--- config.mk ---
export PLATFORM = sky130hd
export DESIGN_NAME = alu_out_stage
export DESIGN_NICKNAME = d
export VERILOG_FILES = /design/src/rtl/alu_out_stage_pkg.sv /design/src/rtl/alu_flag_gen.sv /design/src/rtl/alu_out_stage.sv
export SDC_FILE = /design/constraint.sdc
export NUM_CORES = 1
export LEC_CHECK = 0
export ABC_AREA = 1
export CORE_ASPECT_RATIO = 1.2
export CORE_MARGIN = 2
export CORE_UTILIZATION = 45
export CTS_CLUSTER_DIAMETER = 40
export DETAILED_ROUTE_END_ITERATION = 7
export GPL_TIMING_DRIVEN = 0
export PLACE_DENSITY = 0.8
export SLEW_MARGIN = 20
export SYNTH_ARGS = -nofsm -noshare
export SYNTH_HDL_FRONTEND = slang
export SYNTH_HIERARCHICAL = 1
export SYNTH_SLANG_ARGS = --single-unit
export TNS_END_PERCENT = 30
--- constraint.sdc ---
create_clock -name clk -period 2.55 [get_ports clk]
set_input_delay 0.765 -clock clk [delete_from_list [all_inputs] [get_ports clk]]
set_output_delay 0.765 -clock clk [all_outputs]
set_load 0.1 [all_outputs]
--- src/rtl/alu_out_stage_pkg.sv ---
// Shared ALU definitions: output-buffer occupancy encodings and flag bit positions.
// Also provides the saturating helper used by the flushed-entry counter.
package alu_out_stage_pkg;

  typedef enum logic [1:0] {
    OCC_EMPTY = 2'd0,
    OCC_ONE   = 2'd1,
    OCC_FULL  = 2'd2
  } occ_e;

  localparam int FLAG_N = 3;
  localparam int FLAG_Z = 2;
  localparam int FLAG_C = 1;
  localparam int FLAG_V = 0;

  localparam int FLAGS_W = 4;
  localparam int DROP_W  = 8;

  function automatic logic [DROP_W-1:0] sat_add_drop(input logic [DROP_W-1:0] base,
                                                     input logic [1:0] inc);
    logic [DROP_W:0] sum;
    sum = {1'b0, base} + {{(DROP_W-1){1'b0}}, inc};
    return sum[DROP_W] ? {DROP_W{1'b1}} : sum[DROP_W-1:0];
  endfunction

endpackage

--- src/rtl/alu_flag_gen.sv ---
// Combinational {N,Z,C,V} flag generation for one ALU result word.
module alu_flag_gen
  import alu_out_stage_pkg::*;
#(
  parameter int ancho = 4
) (
  input  logic [ancho-1:0]   aluresult,
  input  logic               carry_in,
  input  logic               ovf_in,
  output logic [FLAGS_W-1:0] flags
);

  always_comb begin
    flags         = '0;
    flags[FLAG_N] = aluresult[ancho-1];
    flags[FLAG_Z] = (aluresult == '0);
    flags[FLAG_C] = carry_in;
    flags[FLAG_V] = ovf_in;
  end

endmodule

--- src/rtl/alu_out_stage.sv ---
// Two-entry output buffer for ALU results with flags captured at push time,
// synchronous flush with a saturating dropped-entry counter.
//
// state     | meaning
// OCC_EMPTY | no buffered entry, in_ready=1, out_valid=0
// OCC_ONE   | one entry at rd_ptr, in_ready=1, out_valid=1
// OCC_FULL  | both slots used, in_ready=0, out_valid=1
module alu_out_stage
  import alu_out_stage_pkg::*;
#(
  parameter int ancho = 4
) (
  input  logic                clk,
  input  logic                rst_n,
  input  logic                flush,
  input  logic                in_valid,
  output logic                in_ready,
  input  logic [ancho-1:0]    aluresult,
  input  logic                carry_in,
  input  logic                ovf_in,
  output logic                out_valid,
  input  logic                out_ready,
  output logic [ancho-1:0]    out_result,
  output logic [FLAGS_W-1:0]  out_flags,
  output logic [DROP_W-1:0]   drop_cnt
);

  occ_e                state_q;
  occ_e                state_d;
  logic                wr_ptr;
  logic                rd_ptr;
  logic                push;
  logic                pop;
  logic [1:0]          drop_inc;
  logic [FLAGS_W-1:0]  flags_new;
  logic [ancho-1:0]    data_q [2];
  logic [FLAGS_W-1:0]  flag_q [2];
  logic [DROP_W-1:0]   drop_q;

  alu_flag_gen #(
    .ancho (ancho)
  ) u_flag_gen (
    .aluresult (aluresult),
    .carry_in  (carry_in),
    .ovf_in    (ovf_in),
    .flags     (flags_new)
  );

  // Handshake decoded from registered state only; no out_ready -> in_ready path.
  assign in_ready  = (state_q != OCC_FULL);
  assign out_valid = (state_q == OCC_ONE) || (state_q == OCC_FULL);
  assign push      = in_valid && in_ready;
  assign pop       = out_valid && out_ready;
  assign drop_inc  = 2'(state_q) + {1'b0, push};

  always_ff @(posedge clk or negedge rst_n) begin
    if (!rst_n) begin
      state_q <= OCC_EMPTY;
    end else begin
      state_q <= state_d;
    end
  end

  always_comb begin
    state_d = state_q;
    if (flush) begin
      state_d = OCC_EMPTY;
    end else begin
      case (state_q)
        OCC_EMPTY: if (push) state_d = OCC_ONE;
        OCC_ONE: begin
          if (push && !pop)      state_d = OCC_FULL;
          else if (pop && !push) state_d = OCC_EMPTY;
        end
        OCC_FULL:  if (pop) state_d = OCC_ONE;
        default:   state_d = OCC_EMPTY;
      endcase
    end
  end

  always_ff @(posedge clk or negedge rst_n) begin
    if (!rst_n) begin
      wr_ptr <= 1'b0;
      rd_ptr <= 1'b0;
      for (int i = 0; i < 2; i++) begin
        data_q[i] <= '0;
        flag_q[i] <= '0;
      end
    end else if (flush) begin
      wr_ptr <= 1'b0;
      rd_ptr <= 1'b0;
    end else begin
      if (push) begin
        data_q[wr_ptr] <= aluresult;
        flag_q[wr_ptr] <= flags_new;
        wr_ptr         <= ~wr_ptr;
      end
      if (pop) begin
        rd_ptr <= ~rd_ptr;
      end
    end
  end

  // A push attempted in the flush cycle counts as dropped too.
  always_ff @(posedge clk or negedge rst_n) begin
    if (!rst_n) begin
      drop_q <= '0;
    end else if (flush) begin
      drop_q <= sat_add_drop(drop_q, drop_inc);
    end
  end

  assign drop_cnt   = drop_q;
  assign out_result = out_valid ? data_q[rd_ptr] : '0;
  assign out_flags  = out_valid ? flag_q[rd_ptr] : '0;

endmodule

==> flow_summary.json, run 1 <==
{
  "status": "finished, violations left",
  "violations": "DRC",
  "core.rowCount": 23,
  "finalMaxSlewViolations": 0,
  "power.density_nw_per_um2": 1260,
  "synth-warning-count": 6,
  "cp_max_fo": 10,
  "syn2layout_area_growth_pct": 29.2,
  "critical-path-top-delay-family": "flip-flops",
  "ios": 29,
  "core_area_um2": 3400,
  "path_cells": "clkinv_1 > nor2_1 > nor2_4 > buf_8",
  "antenna_left": 0,
  "antennaDiodeCount": 0,
  "tns_ps": 0,
  "synthTopCellsByArea": "dfrtp_1 43%, nand2_1 11%, ha_1 6.2%",
  "clock_sinks": 28,
  "synth_top_area_share_pct": 43.5,
  "vias": 1356,
  "hold_viol_final": 0,
  "cp.required_ps": 1790,
  "p_leak_nw": 1.04,
  "seq_area_frac_synth_pct": 43.5,
  "critPathMaxStageDelay_ps": 530,
  "post_cts.repair.setup_buffers": 0,
  "drive_gt1_share_pct": 23.5,
  "total_power_mw": 2.63,
  "cts_buffers": 3,
  "synthCells": 196,
  "drc": 1,
  "worstSetupPathType": "flop to primary output",
  "cp_slowest_cell": "dfrtp_1",
  "synth_nets": 216,
  "dr.pass1.iters": 6,
  "timing.fmax_mhz": 406,
  "dp_cells": 259,
  "fin_crit_ps": 2460,
  "endpoint_kind": "primary output",
  "period_share_pct": 96.5,
  "arrival_ps": 1700,
  "dieArea_um2": 4080,
  "yosys_register_bits": 28,
  "drt_iter0_markers": 20,
  "nets": 247,
  "skew_ps": 6.13,
  "grt_pass1_wl_um": 5510,
  "avgSynthCellArea_um2": 8.22,
  "grt_pass1_vias": 1265,
  "synth_area_leader_cell": "dfrtp_1",
  "gr-total-overflow": 0,
  "cts_tree": "done",
  "rsz0062_at_grt": "false",
  "antenna_found_initial": 0,
  "start_util_pct": 47.5,
  "die_y_um": 69.6,
  "setup_slack_ps": 89.8,
  "ir_drop_v": 0.000633,
  "clkTransAtPathRegs_ps": 100,
  "synth_cell_types": 23,
  "final_cells": 263,
  "max_slew_margin_pct": 36.7,
  "start_kind": "flop",
  "via_per_inst": 5.16,
  "place_ws_ps": -572,
  "htreeDepth": 1,
  "cts_buffer_depth": 2,
  "grt_max_degree": 29,
  "grt_usage_pct": 17.1,
  "tightest_slew_ps": 954,
  "die_x_um": 58.6,
  "fillerInstances": 309,
  "gp_congestion": 0.771,
  "hp-class": "input pin to async pin",
  "routed_wl_um": 3100,
  "cap_violations": 0,
  "post-dp-hpwl_um": 2300,
  "critPathBufInv": 2,
  "setup-violations-final": 0,
  "clock_latency_ps": 280,
  "netlist_area_um2": 1610,
  "wire_per_inst_um": 11.8,
  "portBuffers": 26,
  "ctsRootBufferMaster": "clkbuf_8"
}
==> stage by stage <==
stage / area (um^2) / hold slack [ps] / util, %
after detailed placement: 2010 / 463 / 59.1
after global placement: 2010 / 459 / 59.2
final: 2080 / 482 / 61.3
after floorplan: 1710 / 450 / -
after global routing: 2080 / 504 / 61.3
after CTS: 2040 / 487 / 59.9
==> power by group <==
group / switching (mW) / internal [mW]
Clock: 0.140 / 0.138
Combinational: 1.22 / 0.412
Sequential: 0.133 / 0.588
Total: 1.49 / 1.14
==> kinds of logic (layout without fill, tap and decap cells) <==
kind of cell               after synthesis  after routing  share of synthesized area [%]
AOI/OAI and AO/OA                       28             28                           10.6
xor gates and xnor gates                 2              2                           1.09
adders and majority gates                9              9                           7.45
buffers and inverters                   34             64                           10.6
DFF                                     28             28                           43.5
and+or+nand+nor                         95             95                           26.9
==> cell usage after synthesis (all sizes together) <==
| master | number |
|---|---|
| nand2 | 48 |
| dfrtp | 28 |
| inv | 27 |
| o21ai | 26 |
| nor2 | 25 |
| nand3 | 16 |
| ha | 8 |
| buf | 6 |
| nand4 | 5 |
| a21oi | 2 |
| xor2 | 2 |
| clkinv | 1 |
| fa | 1 |
| nand3b | 1 |
==> cell usage in the layout, fill, tap and decap left out, types with 3 or more instances in the layout <==
cell type         n
buf_4             3
buf_6             9
clkbuf_8          4
clkdlybuf4s50_1   7
dfrtp_1          26
dlygate4sd2_1     8
ha_1              6
inv_1            23
nand2_1          46
nand3_1          14
nand4_1           5
nor2_1           16
nor2_4            8
o21ai_0          10
o21ai_1           8
o21ai_2           8
==> cell type report <==
cell class	count	area [um^2]	share of cell area (%)
Inverter	28	111	5.35
Sequential cell	28	703	33.8
Multi-Input combinational cell	134	846	40.6
Tap cell	37	46.3	2.22
Clock buffer	4	55.1	2.64
Buffer	6	65.1	3.12
Timing Repair Buffer	26	255	12.3
==> flip-flops by register name (all words and copies together), names as in the netlist <==
name      cells
rd_ptr        1
state_q       2
drop_cnt      8
flag_q        8
data_q        8
wr_ptr        1
==> timing repair <==
item,CTS,global route
gates resized for setup,63,15
endpoints found under the setup margin,18,15
hold buffers,0,0
==> layer usage <==
layer | routed length [um] | track usage (%) | vias up
met3 | 135 | 2.24 | 4
met5 | 0 | 0 | -
met4 | 42 | 6.57 | 0
li1 | - | - | 682
met1 | 1370 | 22.1 | 634
met2 | 1550 | 28.5 | 36
==> final timing paths <==
kind / startpoint / to / slack [ps] / cells after the start
worst max-delay path: rd_ptr / out_flags[2] / 90 / 4
min in group clk: flag_q[7] / flag_q[7] / 490 / 2
max in group asynchronous: rst_n / state_q[1] / 1640 / 1
worst min register to register: flag_q[7] / flag_q[7] / 490 / 2
worst max register to register: state_q[0] / drop_cnt[4] / 220 / 12
worst min-delay path: rst_n / drop_cnt[7] / 480 / 1
No activity file was read; power rests on OpenSTA's default activity.
==> inputs of run 2 (changes only) <==
clock period = 2.5 ns   (was 2.55 ns; I/O delays follow)
==> run 2 against run 1 <==
- the flow now finishes without violations
- sequential power rose by 3.9%
- largest power group unchanged
- critical endpoint is now out_result[1]
- cell area is 0.72% higher
- setup slack got worse by 10 ps
- total power grew 2.6%
- global-route usage rose by 0.37 points
==> flow_summary.json, run 2 (synthesized netlist as in run 1, its figures left out) <==
{
  "htreeDepth": 1,
  "drt_iter0_markers": 47,
  "top_usage_layer": "met2",
  "clkPwrFrac_pct": 9.1,
  "antennaDiodeCount": 0,
  "start_util_pct": 47.5,
  "post-dp-hpwl_um": 2340,
  "tightest_slew_ps": 958,
  "fillerInstances": 297,
  "routed_wl_um": 3180,
  "power.density_nw_per_um2": 1290,
  "dieArea_um2": 4080,
  "syn2layout_area_growth_pct": 30.1,
  "via_per_inst": 5.15,
  "cts_buffer_depth": 2,
  "dr.pass1.iters": 4,
  "worstSetupPathType": "flop to primary output",
  "critical-path-top-delay-family": "flip-flops",
  "gr-total-overflow": 0,
  "fin_crit_ps": 2420,
  "grt_use_met1_pct": 23.0,
  "power_switching_mw": 1.53,
  "antenna_found_initial": 0,
  "rsz0062_at_grt": "true",
  "status": "finished clean",
  "hp-class": "input pin to async pin",
  "die_y_um": 69.6,
  "power.internal_mw": 1.16,
  "p_comb_share_pct": 63.1,
  "grt_pass1_wl_um": 5580,
  "period_share_pct": 96.8,
  "vias": 1354,
  "multi_input_area_um2": 861,
  "ios": 29,
  "max_slew_margin_pct": 36.4,
  "timing.fmax_mhz": 413,
  "grt_pass1_vias": 1265,
  "ir_drop_v": 0.00117,
  "wire_per_inst_um": 12.1,
  "clock_sinks": 28,
  "critPathMaxStageDelay_ps": 440,
  "final_cell_mix": "46 x nand2_1, 26 x dfrtp_1, 23 x inv_1, 16 x nor2_1, 13 x nand3_1",
  "start_kind": "flop",
  "final_cells": 263,
  "cts_tree": "done",
  "cts_buffers": 3,
  "grt_usage_pct": 17.5,
  "drc": 0,
  "final_common_cell": "nand2_1",
  "finalMaxSlewViolations": 0,
  "clock_latency_ps": 270,
  "setup-violations-final": 0,
  "gp_congestion": 0.775,
  "cap_violations": 0,
  "p_sw_share_pct": 56.9,
  "skew_ps": 5.53,
  "cp_slowest_cell": "dfrtp_2",
  "grt_max_degree": 29,
  "endpoint_kind": "primary output",
  "total_power_mw": 2.70,
  "hold_viol_final": 0,
  "postCtsHoldBufs": 0,
  "r2r_setup_slack_ps": 210,
  "tns_ps": 0,
  "critPathBufInv": 2,
  "reg2reg_depth": 12,
  "regArea_um2": 703,
  "core_area_um2": 3400,
  "grtUsageMet3_pct": 2.80,
  "cp.required_ps": 1750,
  "path_depth": 5,
  "die_x_um": 58.6,
  "antenna_left": 0,
  "cp_max_fo": 10,
  "arrival_ps": 1670,
  "use_met2_pct": 28.5,
  "seqPwrFrac_pct": 27.8,
  "portBuffers": 26,
  "whs_ps": 480,
  "nets": 247,
  "ctsRootBufferMaster": "clkbuf_8",
  "dp_cells": 259,
  "path_cells": "inv_1 > ha_4 > o21ai_0 > nor2_4 > buf_6",
  "clkTransAtPathRegs_ps": 90,
  "core.rowCount": 23,
  "p_leak_nw": 1.03,
  "drive_gt1_share_pct": 24.3
}
[run 2: cell type report]
cell class | instances | share of cell area, %
Timing Repair Buffer | 26 | 12.4
Clock buffer | 4 | 2.15
Sequential cell | 28 | 33.5
Buffer | 6 | 3.10
Tap cell | 37 | 2.21
Multi-Input combinational cell | 134 | 41.1
Inverter | 28 | 5.61
[run 2: path summary, 6_finish.rpt]
check | startpoint | endpoint
min in group clk | flag_q[5] | flag_q[5]
max in group asynchronous | rst_n | state_q[0]
worst min register to register | flag_q[5] | flag_q[5]
worst min-delay path | rst_n | state_q[1]
worst max register to register | state_q[0] | drop_cnt[7]
worst max-delay path | state_q[1] | out_result[1]
[run 2: per-stage QoR]
step	worst slack, ps	utilization, %	instance area (um^2)
floorplan	-155	-	1740
global placement	-589	60.3	2050
detailed placement	-588	60.2	2040
CTS	17.5	60.8	2070
global route	-62.4	61.8	2100
finish	79.8	61.8	2100
[run 2: power groups by stage]
stage	sequential [mW]	clock (mW)	combinational [mW]
2_1_floorplan	1.07	0	1.05
3_3_place_gp	0.747	0	1.69
3_5_place_dp	0.755	0	1.71
4_1_cts	0.746	0.254	1.67
5_1_grt	0.770	0.275	1.81
6_report	0.749	0.246	1.70
[run 2: timing repair]
item	CTS	global route
buffers inserted	0	0
setup endpoints to repair	18	15
resized for setup	64	13
endpoints found under the hold margin	0	0
[run 2: metal layers]
| layer | up-vias | share of wire [%] |
|---|---|---|
| li1 | 682 | - |
| met1 | 639 | 43 |
| met2 | 29 | 52 |
| met3 | 4 | 3.7 |
| met4 | 0 | 1.2 |
| met5 | - | 0 |
==> inputs of run 3 (changes only) <==
CORE_MARGIN = 3   (was 2)
==> run 3 against run 2 <==
- clock skew is 2.7 ps lower
- combinational power barely moved
- sequential share of layout area down 0.30 points
- worst hold slack worse by 7.5 ps
- via count is 1.4% higher
- setup slack worse by 35 ps
- cell area increased by 1.1%
- first-iteration DRC count grew 55%
- sequential power about the same
- count of clock-buffer cells in the layout unchanged
==> flow_summary.json, run 3 (synthesized netlist as in run 1, its figures left out) <==
{
  "max_slew_margin_pct": 36.1,
  "via_per_inst": 5.18,
  "syn2layout_area_growth_pct": 31.5,
  "seqPwrFrac_pct": 27.4,
  "endpoint_kind": "primary output",
  "dr.max_layer_used": "met4",
  "critPathMaxStageDelay_ps": 560,
  "period_share_pct": 98.2,
  "design_area_um2": 2120,
  "core.rowCount": 23,
  "antenna_found_initial": 0,
  "drc": 0,
  "start_util_pct": 47.5,
  "cts_buffer_depth": 2,
  "cap_violations": 0,
  "grt_usage_pct": 16.8,
  "final_cell_mix": "46 x nand2_1, 25 x dfrtp_1, 23 x inv_1, 16 x nor2_1, 13 x nand3_1",
  "nets": 249,
  "ctsRootBufferMaster": "clkbuf_8",
  "p_sw_share_pct": 57.0,
  "antenna_left": 0,
  "cts_tree": "done",
  "drive_gt1_share_pct": 25.9,
  "drt_iter0_markers": 73,
  "arrival_ps": 1710,
  "p_comb_share_pct": 63.3,
  "grt_pass1_wl_um": 5650,
  "die_y_um": 71.6,
  "ios": 29,
  "clock_sinks": 28,
  "dpl_cell_area_um2": 2040,
  "antennaDiodeCount": 0,
  "clock_latency_ps": 270,
  "setup-violations-final": 0,
  "detail_route.wirelength.met1_um": 1490,
  "power.internal_mw": 1.17,
  "ir_drop_v": 0.000917,
  "grt_max_degree": 29,
  "tightest_slew_ps": 962,
  "cts_buffers": 3,
  "grt_pass1_vias": 1310,
  "total_power_mw": 2.73,
  "wire_per_inst_um": 12.8,
  "clkTransAtPathRegs_ps": 100,
  "fin_crit_ps": 2460,
  "cp_max_fo": 10,
  "core_area_um2": 3400,
  "gr-total-overflow": 0,
  "final_common_cell": "nand2_1",
  "dieArea_um2": 4340,
  "routed_wl_um": 3390,
  "hold_viol_final": 0,
  "status": "finished clean",
  "gp_congestion": 0.854,
  "dr.pass1.iters": 4,
  "path_cells": "inv_4 > ha_4 > clkdlybuf4s18_2",
  "hp-class": "input pin to async pin",
  "finalMaxSlewViolations": 0,
  "postCtsHoldBufs": 0,
  "cp.required_ps": 1750,
  "p_leak_nw": 1.04,
  "timing.fmax_mhz": 407,
  "post-dp-hpwl_um": 2450,
  "wl_met2_um": 1710,
  "tns_ps": 0,
  "cp_slowest_cell": "clkdlybuf4s18_2",
  "routed-wl-met3_um": 141,
  "reg2reg_depth": 12,
  "die_x_um": 60.6,
  "skew_ps": 2.78,
  "start_kind": "flop",
  "worstSetupPathType": "flop to primary output",
  "r2r_setup_slack_ps": 240,
  "htreeDepth": 1,
  "clkPwrFrac_pct": 9.4,
  "power.density_nw_per_um2": 1290,
  "portBuffers": 26,
  "power_switching_mw": 1.56,
  "vias": 1373
}
## run 3: layer usage
| metal | global-route usage [%] | vias up |
|---|---|---|
| met5 | 0 | - |
| met4 | 4.82 | 0 |
| met3 | 2.16 | 7 |
| met2 | 28.5 | 33 |
| met1 | 22.0 | 645 |
| li1 | - | 688 |
## run 3: final timing paths
check | start | end
setup reg to reg | state_q[1] | drop_cnt[5]
hold / removal | rst_n | state_q[0]
min in group clk | data_q[6] | data_q[6]
hold reg to reg | data_q[6] | data_q[6]
setup / recovery | state_q[0] | out_valid
max in group asynchronous | rst_n | rd_ptr
## run 3: critical path, delay by kind of cell (launching register included)
kind	cells	cell delay, ps
fa+ha+maj	1	330
buf+inv	2	630
flops	1	470
## run 3: timing repair
action | CTS | global route
cloned | 0 | 0
buffers inserted | 0 | 2
resized for setup | 64 | 11
endpoints found under the hold margin | 0 | 0
pin swaps | 0 | 1
setup endpoints to repair | 18 | 15
## run 3: power by group through the flow
stage	clock (mW)	combinational, mW	sequential (mW)
finish	0.255	1.73	0.747
global route	0.276	1.86	0.771
CTS	0.261	1.68	0.744
detailed placement	0	1.73	0.753
global placement	0	1.69	0.746
floorplan	0	1.05	1.07
## run 3: layout make-up
type,count,area (um^2)
multi-input combinational,134,873
sequential,28,704
buffer,6,65.1
timing repair buffer,28,268
tap,37,46.3
inverter,28,118
clock buffer,4,45.0
fill,298,1280
## run 3: through the flow
stage               util, %  setup WS, ps  cells  hold WS (ps)
global route           62.4        -0.961    265           517
CTS                    60.8          4.91    263           487
floorplan                 -          -155    196           450
global placement       60.3          -585    259           459
detailed placement     60.2          -593    259           464
finish                 62.4          44.6    265           472
